[src/rtl/regfile_mp.sv]
// Multi-port integer register file with registered reads and a per-register busy scoreboard.
// Optional macro REGFILE_WRITE_BYPASS_EN selects write-first reads (default: read-first).
module regfile_mp #(
  parameter int unsigned XLEN  = 32,
  parameter int unsigned NREGS = 32,
  parameter int unsigned NRD   = 2,
  parameter int unsigned NWR   = 1
) (
  input  logic                 clk,
  input  logic                 rst_n,
  input  logic [NWR-1:0]       wr_en,
  input  logic [NWR*$clog2(NREGS)-1:0] wr_addr,
  input  logic [NWR*XLEN-1:0]  wr_data,
  input  logic                 rsv_en,
  input  logic [$clog2(NREGS)-1:0] rsv_addr,
  input  logic [NRD-1:0]       rd_req,
  input  logic [NRD*$clog2(NREGS)-1:0] rd_addr,
  output logic [NRD*XLEN-1:0]  rd_data,
  output logic [NRD-1:0]       rd_valid,
  output logic [NRD-1:0]       rd_busy,
  output logic [NREGS-1:0]     busy_vec
);

  localparam int unsigned AW = $clog2(NREGS);

  logic [NREGS-1:0][XLEN-1:0] r_regs;
  logic [NREGS-1:0]           r_busy;
  logic [NREGS-1:0][XLEN-1:0] w_regs_nxt;
  logic [NREGS-1:0]           w_busy_nxt;
  logic [NREGS-1:0][XLEN-1:0] w_src_regs;
  logic [NREGS-1:0]           w_src_busy;

  logic [NRD*XLEN-1:0] r_rd_data;
  logic [NRD-1:0]      r_rd_valid;
  logic [NRD-1:0]      r_rd_busy;

  // Next-state array: writes in ascending port order so the highest port wins,
  // then a reservation overrides the busy clear from a same-cycle write.
  always_comb begin
    w_regs_nxt = r_regs;
    w_busy_nxt = r_busy;
    for (int p = 0; p < int'(NWR); p++) begin
      if (wr_en[p] && (wr_addr[p*AW +: AW] != '0)) begin
        w_regs_nxt[wr_addr[p*AW +: AW]] = wr_data[p*XLEN +: XLEN];
        w_busy_nxt[wr_addr[p*AW +: AW]] = 1'b0;
      end
    end
    if (rsv_en && (rsv_addr != '0)) begin
      w_busy_nxt[rsv_addr] = 1'b1;
    end
    w_regs_nxt[0] = '0;
    w_busy_nxt[0] = 1'b0;
  end

`ifdef REGFILE_WRITE_BYPASS_EN
  assign w_src_regs = w_regs_nxt;
  assign w_src_busy = w_busy_nxt;
`else
  assign w_src_regs = r_regs;
  assign w_src_busy = r_busy;
`endif

  // Architectural state and scoreboard.
  always_ff @(posedge clk or negedge rst_n) begin
    if (!rst_n) begin
      r_regs <= '0;
      r_busy <= '0;
    end else begin
      r_regs <= w_regs_nxt;
      r_busy <= w_busy_nxt;
    end
  end

  // Registered read ports; data/busy hold when no request is sampled.
  always_ff @(posedge clk or negedge rst_n) begin
    if (!rst_n) begin
      r_rd_data  <= '0;
      r_rd_valid <= '0;
      r_rd_busy  <= '0;
    end else begin
      for (int r = 0; r < int'(NRD); r++) begin
        r_rd_valid[r] <= rd_req[r];
        if (rd_req[r]) begin
          r_rd_data[r*XLEN +: XLEN] <= w_src_regs[rd_addr[r*AW +: AW]];
          r_rd_busy[r]              <= w_src_busy[rd_addr[r*AW +: AW]];
        end
      end
    end
  end

  assign rd_data  = r_rd_data;
  assign rd_valid = r_rd_valid;
  assign rd_busy  = r_rd_busy;
  assign busy_vec = r_busy;

endmodule

[config.mk]
export PLATFORM = sky130hd
export DESIGN_NAME = regfile_mp
export DESIGN_NICKNAME = d
export VERILOG_FILES = /design/src/rtl/regfile_mp.sv
export SDC_FILE = /design/constraint.sdc
export NUM_CORES = 2
export LEC_CHECK = 0
export ABC_AREA = 0
export CORE_UTILIZATION = 38
export CTS_CLUSTER_DIAMETER = 50
export DETAILED_ROUTE_END_ITERATION = 8
export GPL_TIMING_DRIVEN = 0
export PLACE_DENSITY_LB_ADDON = 0.08
export SETUP_SLACK_MARGIN = 0.3
export SLEW_MARGIN = 20
export SYNTH_ARGS = -nofsm -noshare
export SYNTH_HDL_FRONTEND = slang
export SYNTH_SLANG_ARGS = --single-unit
[constraint.sdc]
create_clock -name clk -period 2.3 [get_ports clk]
set_clock_uncertainty 0.05 [all_clocks]
set_input_delay 0.69 -clock clk [delete_from_list [all_inputs] [get_ports clk]]
set_output_delay 0.69 -clock clk [all_outputs]
set_load 0.02 [all_outputs]
==> run summary <==
For the number of global-route vias before repair, the log shows 42.2k. Count of pins over their slew limit: 0. In the post-route analysis, the smallest setup slack over all paths is 0.0543 ns.

The routed design has 278 mm of wire. The worst pin sits at a relative slew slack of 23.2%. The number of synthesized register bits works out to 1091. The post-synthesis xor/xnor area fraction came out at 0%. After floorplanning, the core was divided into 142 placement rows. The clock latency reported for the late side of the worst-skew pair was 0.82 ns.

The endpoint identified for the worst register-to-register timing path is rd_busy[0]. The critical path ends at busy_vec[19]. Quantity of I/O buffers inserted on ports: 148. CTS placed an instance of clkbuf_16 at the clock tree root. The worst setup path is of the flop to primary output kind. Cells with a size suffix above 1 make up 51.2% of the layout. For the maximum number of pins on one net before global-route repair, the log shows 141.

The y dimension of the die is 392 um. TritonCTS built the clock tree. The number of clock buffers added by TritonCTS is 156.

The final number of setup-violating endpoints was 0; the cell count after synthesis was 4221. The main combinational cell family by area after synthesis was multiplexers. The run gives 48.1% as the final core utilization.

In this run, the number of DRC markers left after iteration 0 of detailed routing was 5475. The startpoint identified for the worst register-to-register timing path is busy_vec[24]. The number of cells on the worst reg-to-reg path is 5. The worst path needs 2.25 ns of the cycle, external delays included.

The number of flops mapped to enable cells by yosys was 0. Counting distinct cell types in the post-synthesis netlist gives 52. The tools report the clock group share of total power as 37.7%.

The floorplan step defined a die boundary enclosing 0.154 mm2. Grouping stages by cell kind, the critical path spends the most delay in flip-flops. The run gives 31.6 nW as the leakage dissipation. For this run, asynchronously set or reset flops after synthesis account for 100%. The simple logic cell fraction of the synthesized area was 3.92%; the initial antenna violation count was 22. The via total after detailed routing is 43.5k, and the DRC violations left is 0.

The detail route stage leaves a number of antenna-violating nets equal to 0. The level count of the clock H-tree was 4. dfrtp_1 is the most common cell in the netlist.

The worst stage delay on the critical path works out to 0.51 ns. Area fraction in compound gates after synthesis: 6.35%. The maximum fanout count along the critical path was 2. At the pin with the least slew margin, the transition time is 1.15 ns. The achievable clock frequency is 445 MHz.

The launching instance or port of the critical path was busy_vec[19]. For this design the ratio of total power to cell area is 921 mW/mm2. The tools report the post-synthesis sequential area ratio as 47.2%.

The synthesized area per cell is 13.7 um2. The path class of the tightest hold or removal check is input pin to async pin. Total negative slack: 0 ns. STA puts the critical path data arrival time at 1.51 ns.

The endpoint type of the worst setup path was a primary output. In this run the deepest clock path goes through 3 buffers. The final critical-path share of the clock period was 97.6%. The cell type of the slowest stage on the worst timing path was dfrtp_2.

The share of synthesized cell area in full adder, half adder and majority cells works out to 0%. The number of stages on the worst setup path came out at 1. The first-pass iteration count of the detailed router came out at 8.

IR analysis of the VDD net gives a maximum drop of 889 uV. The total area inside the core boundary comes to 0.150 mm2. The cell accounting for the most synthesized area is dfrtp_1. Per report_power, the sequential group accounts for 39.3% of the total. The number of endpoints with negative hold slack in the final report was 67. For the total of warnings raised by yosys, the log shows 0.

By area the synthesized netlist is led by dfrtp_1 (47%), mux2_2 (20%), mux4_2 (13%). The run finished, with violations left. Routability-driven placement finished with a final weighted congestion of 1.02. For the combinational power share, the log shows 22.9%. From left edge to right edge, the die measures 392 um.

The run gives -2.58 ns as the pre-CTS worst setup slack. Once the floorplan was initialized, standard cells occupied 38.5% of the core. The final reports fail on hold timing. The run gives 199 mm as the detailed-placement wirelength estimate. Summed over its instances, the top area cell type makes up 47.2% of the synthesized netlist area. The tools report the data required time at the worst endpoint as 1.56 ns.

Prevailing post-synth register cell: dfrtp_1. The worst path buffer plus inverter count was 1; the clock net sink count was 1091. The number of nets at the end of the flow came out at 4717. After clock tree synthesis, the clock-pin slew on the worst setup and hold paths is 0.06 ns. Global routing used 36.0% of the available tracks across all layers. The routed wire length per instance came out at 40.9 um. Fill cells in the final layout number 13.4k. The total net switching power is 20.6 mW. Traced cell by cell, the critical path runs through buf_6. The global route total overflow is 0, and the area growth from synthesis to final layout is 25.1%. Across the run, the number of max-cap violations was 0.

The global-route wire length before repair was 373 mm. The number of nets in the synthesized netlist was 4279; the switching part of the total power was 31.0%. Worst hold-check slack: -0.261 ns.

The cell area that synthesis handed to floorplanning was 0.0579 mm2. Internal power comes to 46.0 mW. The multiplexer share of the synthesized area was 38.6%. The tools report the I/O pin count as 158. In the synthesized netlist, the cells that appear most often are dfrtp_1 (1091), mux2_2 (1042), mux4_2 (332).

Dividing the detail-routed via count by the number of cells gives 6.38. The critical path startpoint category was a flop. The setup slack of the most critical reg-to-reg path came out at 0.20 ns. Setup repair after global routing could not meet its margin everywhere.
cell type report:
type / count / area, um2 / share of cell area, %
flip-flops and latches: 1091 / 27400 / 37.8
diodes: 9 / 22.5 / 0.0311
plain buffers: 434 / 4080 / 5.63
inverters: 35 / 135 / 0.187
well taps: 2016 / 2520 / 3.48
multi-input cells: 2661 / 29900 / 41.3
repair buffers: 280 / 3050 / 4.21
clock inverters: 83 / 992 / 1.37
clock buffers: 199 / 4360 / 6.02
per-stage QoR:
step           power, mW  instance area [um2]  cells
2_1_floorplan       34.2                59100   4221
3_3_place_gp        39.6                63100   6385
3_5_place_dp        40.1                63500   6399
4_1_cts             65.6                70900   6726
5_1_grt             68.6                72400   6799
6_report            66.7                72400   6808
worst reg2reg max path, stage by stage, from the launching register on:
cell and delay, ns:
dfrtp_2 0.48, buf_4 0.18, mux4_2 0.53, a22o_1 0.27
o21ai_4 0.26, o221ai_1 0.19
layer usage:
| metal | global-route usage (%) | vias to the layer above | wire, um |
|---|---|---|---|
| met4 | 17.6 | 20 | 15500 |
| met2 | 50.9 | 2519 | 117000 |
| met3 | 12.7 | 674 | 30800 |
| li1 | - | 17000 | - |
| met5 | 0.606 | - | 318 |
| met1 | 48.7 | 23200 | 115000 |
sequential cells by signal, summed over array words and instances (netlist names):
name and cells:
busy_vec 31, r_regs 992, rd_busy 2, rd_data 64
rd_valid 2
worst min-delay path by stage:
stage	start	endpoint	slack (ns)	depth (start not counted)
after floorplan	rst_n	busy_vec[10]	0.34	0
after CTS	rst_n	r_regs[1017]	-0.27	1
after detailed placement	rd_data[15]	rd_data[15]	0.45	1
final	rst_n	r_regs[1017]	-0.26	1
after global routing	rst_n	r_regs[664]	-0.24	1
after global placement	rd_data[15]	rd_data[15]	0.44	1
cells in the final DEF (no fill, tap or decap), types with 31 or more instances in the layout:
cell	synthesis	layout
clkdlybuf4s50_1	0	38
nor2_1	86	73
a22o_1	56	56
clkbuf_8	0	52
mux4_2	332	332
mux2_4	0	90
o21ai_1	34	32
clkbuf_2	0	33
buf_2	147	52
a21oi_1	96	88
buf_6	24	154
nor2b_1	54	48
clkbuf_1	200	118
o21ai_0	43	36
buf_4	34	150
dfrtp_1	1091	1038
clkbuf_4	0	38
mux2_2	1042	961
inv_1	35	34
buf_12	2	55
nand2_1	141	130
a221oi_1	117	59
dfrtp_2	0	53
a31oi_1	33	31
mux2i_1	304	302
nand4_1	38	38
clkbuf_16	0	163
a221oi_2	0	40
cell families after synthesis:
logic type,Yosys count
AND/OR/NAND/NOR,460
buffers and inverters,469
flip-flops,1091
multiplexers,1687
other,1
AO/OA/AOI/OAI,513
power by group through the flow:
stage | clock network [mW] | registers [mW] | logic [mW]
after floorplan | 0 | 25.5 | 8.75
after global placement | 0 | 26.4 | 13.3
after detailed placement | 0 | 26.3 | 13.8
after CTS | 25.3 | 26.0 | 14.3
after global routing | 26.1 | 26.6 | 15.9
final | 25.2 | 26.2 | 15.3
timing repair:
| item | CTS | global route |
|---|---|---|
| setup buffers | 45 | 68 |
| endpoints found under the setup margin | 1179 | 1132 |
| gates cloned | 0 | 5 |
| pin swaps | 25 | 17 |
| hold endpoints to repair | 67 | 67 |
| gates resized for setup | 913 | 372 |
No activity file was read; power rests on OpenSTA's default activity.
